## src/rtl/sdram_bist_pkg.sv

```systemverilog
// -----------------------------------------------------------------------------
// sdram_bist_pkg
// Shared types and helpers for the SDRAM BIST master.
//   bist_state_t : FSM state encoding of the test sequencer.
//   WR_ALL       : byte-enable value for a full 32-bit word write.
//   pattern()    : deterministic test pattern for a word, P(A) = A ^ seed.
// -----------------------------------------------------------------------------
package sdram_bist_pkg;

    typedef enum logic [2:0] {
        S_IDLE,
        S_WR_REQ,
        S_WR_ACK,
        S_RD_REQ,
        S_RD_ACK,
        S_FIN
    } bist_state_t;

    localparam logic [3:0] WR_ALL = 4'hF;

    // The address is zero-extended to the data width before mixing with the seed.
    function automatic logic [31:0] pattern(input logic [31:0] addr, input logic [31:0] seed);
        return addr ^ seed;
    endfunction

endpackage

```

## src/rtl/sdram_bist_timeout.sv

```systemverilog
// -----------------------------------------------------------------------------
// sdram_bist_timeout
// Loadable down-counter that flags when a wait on the core has lasted LIMIT
// cycles. load_i (re)arms it, clear_i disarms it; expired_o is high while armed
// and the count has run out.
// Ports:
//   clk_i, rst_i : clock, synchronous active-high reset
//   load_i       : restart the wait window (first cycle after load counts as 1)
//   clear_i      : disarm; takes priority over load_i
//   expired_o    : wait window exhausted
// -----------------------------------------------------------------------------
module sdram_bist_timeout #(
    parameter int LIMIT = 4096
) (
    input  logic clk_i,
    input  logic rst_i,
    input  logic load_i,
    input  logic clear_i,
    output logic expired_o
);

    localparam int CW = $clog2(LIMIT + 1);

    logic [CW-1:0] cnt_q, cnt_d;
    logic          armed_q, armed_d;

    always_comb begin
        cnt_d   = cnt_q;
        armed_d = armed_q;
        if (clear_i) begin
            cnt_d   = '0;
            armed_d = 1'b0;
        end else if (load_i) begin
            // Loading LIMIT-1 makes expired_o rise in the LIMIT-th cycle of the wait.
            cnt_d   = CW'(LIMIT - 1);
            armed_d = 1'b1;
        end else if (armed_q && (cnt_q != '0)) begin
            cnt_d = cnt_q - CW'(1);
        end
    end

    always_ff @(posedge clk_i) begin
        if (rst_i) begin
            cnt_q   <= '0;
            armed_q <= 1'b0;
        end else begin
            cnt_q   <= cnt_d;
            armed_q <= armed_d;
        end
    end

    assign expired_o = armed_q && (cnt_q == '0);

endmodule

```

## src/rtl/sdram_bist_master.sv

```systemverilog
// -----------------------------------------------------------------------------
// sdram_bist_master
// Power-on self-test initiator for the SDRAM core host port. Writes P(A)=A^seed
// to every word of [base, base+4*num_words) and then reads each word back and
// compares it. One request is outstanding at a time.
// Ports:
//   clk_i, rst_i          : clock, synchronous active-high reset
//   start_i               : start pulse (ignored while busy)
//   base_addr_i           : window start byte address (bits [1:0] forced to 0)
//   num_words_i, seed_i   : word count and pattern seed, sampled on start
//   core_*_o / core_*_i   : host-port request/accept/ack interface to the core
//   busy_o, done_o        : test running / one-cycle completion pulse
//   pass_o, timeout_o     : sticky result of the last test
//   err_count_o           : saturating count of mismatches and core errors
//   first_err_addr_o/data : address and read data of the first failure
// -----------------------------------------------------------------------------
module sdram_bist_master
    import sdram_bist_pkg::*;
#(
    parameter int ADDR_W  = 32,
    parameter int DATA_W  = 32,
    parameter int CNT_W   = 24,
    parameter int TIMEOUT = 4096
) (
    input  logic              clk_i,
    input  logic              rst_i,
    input  logic              start_i,
    input  logic [ADDR_W-1:0] base_addr_i,
    input  logic [CNT_W-1:0]  num_words_i,
    input  logic [DATA_W-1:0] seed_i,
    output logic [ADDR_W-1:0] core_addr_o,
    output logic [DATA_W-1:0] core_write_data_o,
    output logic [3:0]        core_wr_o,
    output logic              core_rd_o,
    input  logic              core_accept_i,
    input  logic              core_ack_i,
    input  logic              core_error_i,
    input  logic [DATA_W-1:0] core_read_data_i,
    output logic              busy_o,
    output logic              done_o,
    output logic              pass_o,
    output logic              timeout_o,
    output logic [CNT_W-1:0]  err_count_o,
    output logic [ADDR_W-1:0] first_err_addr_o,
    output logic [DATA_W-1:0] first_err_data_o
);

    bist_state_t       state_q, state_d;
    logic [ADDR_W-1:0] addr_q, addr_d, base_q, base_d;
    logic [CNT_W-1:0]  nwords_q, nwords_d, rem_q, rem_d, err_q, err_d;
    logic [DATA_W-1:0] seed_q, seed_d, ferr_data_q, ferr_data_d;
    logic [ADDR_W-1:0] ferr_addr_q, ferr_addr_d;
    logic              pass_q, pass_d, tmo_q, tmo_d, done_q, done_d;

    logic              tmo_load, tmo_clear, tmo_expired;
    logic              resp_ev, resp_is_rd, fail, last_word;
    logic [DATA_W-1:0] exp_data;

    assign exp_data  = DATA_W'(pattern(32'(addr_q), 32'(seed_q)));
    assign last_word = (rem_q == CNT_W'(1));

    sdram_bist_timeout #(
        .LIMIT (TIMEOUT)
    ) u_timeout (
        .clk_i     (clk_i),
        .rst_i     (rst_i),
        .load_i    (tmo_load),
        .clear_i   (tmo_clear),
        .expired_o (tmo_expired)
    );

    always_comb begin
        state_d     = state_q;
        addr_d      = addr_q;
        base_d      = base_q;
        nwords_d    = nwords_q;
        rem_d       = rem_q;
        err_d       = err_q;
        seed_d      = seed_q;
        ferr_addr_d = ferr_addr_q;
        ferr_data_d = ferr_data_q;
        pass_d      = pass_q;
        tmo_d       = tmo_q;
        done_d      = 1'b0;
        tmo_load    = 1'b0;
        tmo_clear   = 1'b0;
        resp_ev     = 1'b0;
        resp_is_rd  = (state_q == S_RD_REQ) || (state_q == S_RD_ACK);
        fail        = 1'b0;

        case (state_q)
            S_IDLE: begin
                if (start_i) begin
                    base_d      = base_addr_i & ~ADDR_W'(3);
                    addr_d      = base_addr_i & ~ADDR_W'(3);
                    nwords_d    = num_words_i;
                    rem_d       = num_words_i;
                    seed_d      = seed_i;
                    err_d       = '0;
                    pass_d      = 1'b0;
                    tmo_d       = 1'b0;
                    ferr_addr_d = '0;
                    ferr_data_d = '0;
                    if (num_words_i == '0) begin
                        state_d = S_FIN;
                    end else begin
                        state_d  = S_WR_REQ;
                        tmo_load = 1'b1;
                    end
                end
            end
            S_WR_REQ, S_RD_REQ: begin
                if (core_accept_i) begin
                    // Accept and ack together complete the word without an ACK state.
                    if (core_ack_i) begin
                        resp_ev = 1'b1;
                    end else begin
                        state_d  = resp_is_rd ? S_RD_ACK : S_WR_ACK;
                        tmo_load = 1'b1;
                    end
                end else if (tmo_expired) begin
                    tmo_d     = 1'b1;
                    state_d   = S_FIN;
                    tmo_clear = 1'b1;
                end
            end
            S_WR_ACK, S_RD_ACK: begin
                if (core_ack_i) begin
                    resp_ev = 1'b1;
                end else if (tmo_expired) begin
                    tmo_d     = 1'b1;
                    state_d   = S_FIN;
                    tmo_clear = 1'b1;
                end
            end
            S_FIN: begin
                done_d    = 1'b1;
                pass_d    = (err_q == '0) && !tmo_q;
                state_d   = S_IDLE;
                tmo_clear = 1'b1;
            end
            default: begin
                state_d   = S_IDLE;
                tmo_clear = 1'b1;
            end
        endcase

        if (resp_ev) begin
            // Write acks only fail on core_error; reads also fail on data mismatch.
            fail = core_error_i || (resp_is_rd && (core_read_data_i != exp_data));
            if (fail) begin
                if (err_q != '1) begin
                    err_d = err_q + CNT_W'(1);
                end
                if (err_q == '0) begin
                    ferr_addr_d = addr_q;
                    ferr_data_d = resp_is_rd ? core_read_data_i : '0;
                end
            end
            rem_d  = rem_q - CNT_W'(1);
            addr_d = addr_q + ADDR_W'(4);
            if (!last_word) begin
                state_d  = resp_is_rd ? S_RD_REQ : S_WR_REQ;
                tmo_load = 1'b1;
            end else if (!resp_is_rd) begin
                state_d  = S_RD_REQ;
                addr_d   = base_q;
                rem_d    = nwords_q;
                tmo_load = 1'b1;
            end else begin
                state_d   = S_FIN;
                tmo_clear = 1'b1;
            end
        end
    end

    always_ff @(posedge clk_i) begin
        if (rst_i) begin
            state_q     <= S_IDLE;
            addr_q      <= '0;
            base_q      <= '0;
            nwords_q    <= '0;
            rem_q       <= '0;
            err_q       <= '0;
            seed_q      <= '0;
            ferr_addr_q <= '0;
            ferr_data_q <= '0;
            pass_q      <= 1'b0;
            tmo_q       <= 1'b0;
            done_q      <= 1'b0;
        end else begin
            state_q     <= state_d;
            addr_q      <= addr_d;
            base_q      <= base_d;
            nwords_q    <= nwords_d;
            rem_q       <= rem_d;
            err_q       <= err_d;
            seed_q      <= seed_d;
            ferr_addr_q <= ferr_addr_d;
            ferr_data_q <= ferr_data_d;
            pass_q      <= pass_d;
            tmo_q       <= tmo_d;
            done_q      <= done_d;
        end
    end

    // Request outputs are decoded from the state register so they drop as soon
    // as the state leaves a REQ state (accept, abort or reset).
    assign core_wr_o         = (state_q == S_WR_REQ) ? WR_ALL : 4'h0;
    assign core_rd_o         = (state_q == S_RD_REQ);
    assign core_addr_o       = ((state_q == S_WR_REQ) || (state_q == S_RD_REQ)) ? addr_q : '0;
    assign core_write_data_o = (state_q == S_WR_REQ) ? exp_data : '0;

    assign busy_o           = (state_q != S_IDLE);
    assign done_o           = done_q;
    assign pass_o           = pass_q;
    assign timeout_o        = tmo_q;
    assign err_count_o      = err_q;
    assign first_err_addr_o = ferr_addr_q;
    assign first_err_data_o = ferr_data_q;

endmodule

```

## config.mk

```make
export PLATFORM = sky130hd
export DESIGN_NAME = sdram_bist_master
export DESIGN_NICKNAME = d
export VERILOG_FILES = /design/src/rtl/sdram_bist_pkg.sv /design/src/rtl/sdram_bist_timeout.sv /design/src/rtl/sdram_bist_master.sv
export SDC_FILE = /design/constraint.sdc
export NUM_CORES = 1
export LEC_CHECK = 0
export ABC_AREA = 0
export ABC_CLOCK_PERIOD_IN_PS = 7750
export CAP_MARGIN = 10
export CORE_MARGIN = 2
export CORE_UTILIZATION = 45
export CTS_CLUSTER_DIAMETER = 150
export CTS_CLUSTER_SIZE = 40
export DETAILED_ROUTE_END_ITERATION = 16
export HOLD_SLACK_MARGIN = 0.06
export PLACE_DENSITY = 0.8
export SLEW_MARGIN = 20
export SYNTH_ARGS = -nofsm -noshare
export SYNTH_HDL_FRONTEND = slang
export SYNTH_HIERARCHICAL = 1
export SYNTH_SLANG_ARGS = --single-unit
```

## constraint.sdc

```tcl
create_clock -name clk_i -period 7.75 [get_ports clk_i]
set_input_delay 0.775 -clock clk_i [delete_from_list [all_inputs] [get_ports clk_i]]
set_output_delay 0.775 -clock clk_i [all_outputs]
set_load 0.02 [all_outputs]
```

==> flow_metrics.py <==
metrics = {
    "floorplanning": {
        "design.portCount": 287,
        "die_y_um": 173,
        "dieArea_um2": 30000,
        "num_rows": 61,
        "core_um2": 27900,
        "start_util_pct": 46.1,
        "die_x_um": 173,
    },
    "placed_design": {
        "port_buffers": 282,
        "dpl.hpwl_um": 27600,
        "gp_congestion": 0.820,
        "postPlaceCellArea_um2": 15700,
    },
    "clock_network": {
        "cts_setup_buffers": 0,
        "numClockSinks": 248,
        "clkLatencyLatePin_ns": 0.51,
        "cts_buffer_depth": 3,
        "htree_levels": 1,
        "path_clk_slew_ns": 0.15,
        "root_buffer": "clkbuf_16",
        "post_cts_resized": 0,
        "cts_tree": "yes",
        "cts_hold_buf": 0,
        "tritoncts.num_buffers": 10,
    },
    "sta": {
        "final_max_slew_viol_count": 0,
        "skew_ns": 0.0536,
        "fmax_mhz": 266,
        "fin_crit_ns": 3.76,
        "fin_setup_tns_ns": 0,
        "setup_viol_count_final": 0,
        "maxSlewHeadroom_pct": 27.8,
        "tightest_slew_ns": 1.08,
        "fin_crit_sh_pct": 48.5,
        "rsz0062_at_grt": "no",
        "hold_violations": 0,
    },
    "cells_and_area": {
        "area_delta_synth_final_pct": 24.4,
        "layout.nets": 1927,
        "drive_gt1_share_pct": 3.35,
        "final_area_um2": 16000,
        "seq_area_um2": 4960,
        "final_cell_mix": "nand2_1, clkdlybuf4s50_1, dfxtp_1",
        "layout.cells.most_common": "nand2_1",
        "fillers": 2525,
        "multiInputGateArea_um2": 7250,
        "postLayoutCoreUtil_pct": 57.3,
    },
    "detailed_routing": {
        "dr.pass1.iters": 5,
        "dr_total_vias": 12372,
        "drt_iter0_drc": 1149,
        "vias_per_cell": 5.70,
        "final_antenna_net_count": 0,
        "routed_wl_um": 39600,
        "drc": 0,
        "routedWlPerCell_um": 18.2,
    },
    "grt": {
        "antenna_found_initial": 1,
        "grt_pass1_wl_um": 62400,
        "grt_pass1_vias": 11399,
        "grt_usage_pct": 25.3,
        "grt_max_degree": 127,
        "grt_overflow": 0,
    },
    "critical_path": {
        "critPathSlowestCell": "dfxtp_1",
        "cpMostUsedCell": "buf_4",
        "slowest_delay_ns": 0.63,
        "critPathTopFamily": "buffers and inverters",
        "worst_ep_required_time_ns": 6.97,
        "arrival_ns": 2.98,
        "crit_chain": "nor2b_2 > buf_4 > nand2_1 > buf_4 > nor2_1 > clkdlybuf4s50_1",
        "end_kind": "output port",
        "crit_path_start_kind": "register",
        "crit_buf_inv": 3,
        "crit_type": "register to output port",
        "crit_fanout": 36,
    },
    "worst_hold_path": {
        "hold_path.class": "register to register",
    },
    "yosys": {
        "ys_seq_area_share_pct": 38.6,
        "synth.cell_area_um2": 12900,
        "synth-main-ff-cell": "dfxtp_1",
        "yosys_warnings": 6,
        "syn_avg_cell_area_um2": 7.91,
        "synthArstFlopShare_pct": 0,
        "ys_ff_latch": 248,
        "synthDistinctLibCells": 69,
        "netlist_instances": 1626,
        "synth_edf_count": 0,
    },
    "power_and_ir_drop": {
        "ir_drop_mv": 0.146,
        "power_density_nw_per_um2": 184,
        "clkPwrFrac_pct": 23.4,
        "sequentialPowerShare_pct": 50.1,
        "p_sw_share_pct": 33.0,
        "power.leakage_uw": 0.00557,
        "switchingPower_uw": 969,
        "finalPower_uw": 2940,
        "internal_power_uw": 1970,
        "p_comb_share_pct": 26.4,
    },
    "flow_run": {
        "cap_violations": 0,
    },
    "status": {
        "status": "complete, no violations",
    },
}
-- state kept, by name (all words and copies together) (netlist names) --
signal             flops
addr_q                30
nwords_q              24
timeout_o              1
pass_o                 1
err_count_o           24
u_timeout/cnt_q       13
done_o                 1
state_q                3
first_err_data_o      32
rem_q                 24
seed_q                32
base_q                30
u_timeout/armed_q      1
first_err_addr_o      32
-- area by class of cell --
class                   instances  share of cell area (%)
multi-input cells            1216                    45.3
diodes                          1                  0.0156
well taps                     378                    2.95
flip-flops and latches        248                    31.0
repair buffers                296                    18.3
clock buffers                  11                    1.72
clock inverters                 1                   0.188
inverters                      21                   0.492
-- power groups by stage --
stage	Sequential (uW)	Combinational, uW	Clock [uW]
finish	1470	776	689
global route	1490	845	743
global placement	1490	750	0
detailed placement	1500	768	0
floorplan	1440	559	0
CTS	1470	772	708
-- tightest hold or removal path: cells and delay by family, from the launching register on --
kind	cells	cell delay (ns)
simple gates	1	0.05
compound gates	1	0.05
flops	1	0.32
-- kinds of logic after synthesis --
group / count (synthesis) / synth area share (%)
flip-flops: 248 / 38.6
AND/OR/NAND/NOR: 737 / 27.5
multiplexers: 4 / 0.331
buffers and inverters: 163 / 5.41
adder cells (fa/ha/maj): 8 / 0.778
XOR/XNOR: 110 / 10.4
AO/OA/AOI/OAI: 355 / 17.0
other: 1 / 0.0291
-- per-stage QoR --
step | setup WS (ns) | hold slack (ns) | std cells
2_1_floorplan | 5.07 | 0.432 | 1627
6_report | 3.99 | 0.463 | 2172
5_1_grt | 3.72 | 0.481 | 2172
4_1_cts | 4.00 | 0.461 | 2171
3_5_place_dp | 3.70 | 0.445 | 2159
3_3_place_gp | 3.82 | 0.439 | 2159
-- final timing paths --
check,from,to,slack (ns),cells past startpoint
min,base_q[11]$_SDFFE_PP0P_,base_q[11]$_SDFFE_PP0P_,0.46,2
max,state_q[0]$_SDFFE_PP0P_,core_write_data_o[28],3.99,6
min reg2reg,base_q[11]$_SDFFE_PP0P_,base_q[11]$_SDFFE_PP0P_,0.46,2
max reg2reg,state_q[2]$_SDFFE_PP0P_,u_timeout/cnt_q[2]$_SDFFE_PP0P_,4.04,7
-- cell usage after synthesis (25+ instances only) --
cell type	number	area share, %
a21oi_1	113	4.4
xnor2_1	69	4.7
nand2_1	318	9.3
and2_1	33	1.6
buf_2	25	0.97
dfxtp_1	248	39
and3_1	25	1.2
nor3_1	32	1.2
nor2_1	98	2.9
clkbuf_1	95	2.8
o21ai_0	82	3.2
xnor3_1	27	4.7
nand2b_1	28	1.4
nand3_1	96	3.7
a31oi_1	37	1.8
-- routing by layer --
metal  GRT usage, %  share of wire, %  vias to the layer above
met3           3.28               6.0                       83
li1               -                 -                     5962
met4           9.39               4.0                        0
met5              0                 0                        -
met1           33.5                43                     5884
met2           42.3                47                      443
Note: power is estimated with default switching activity, not from simulation.
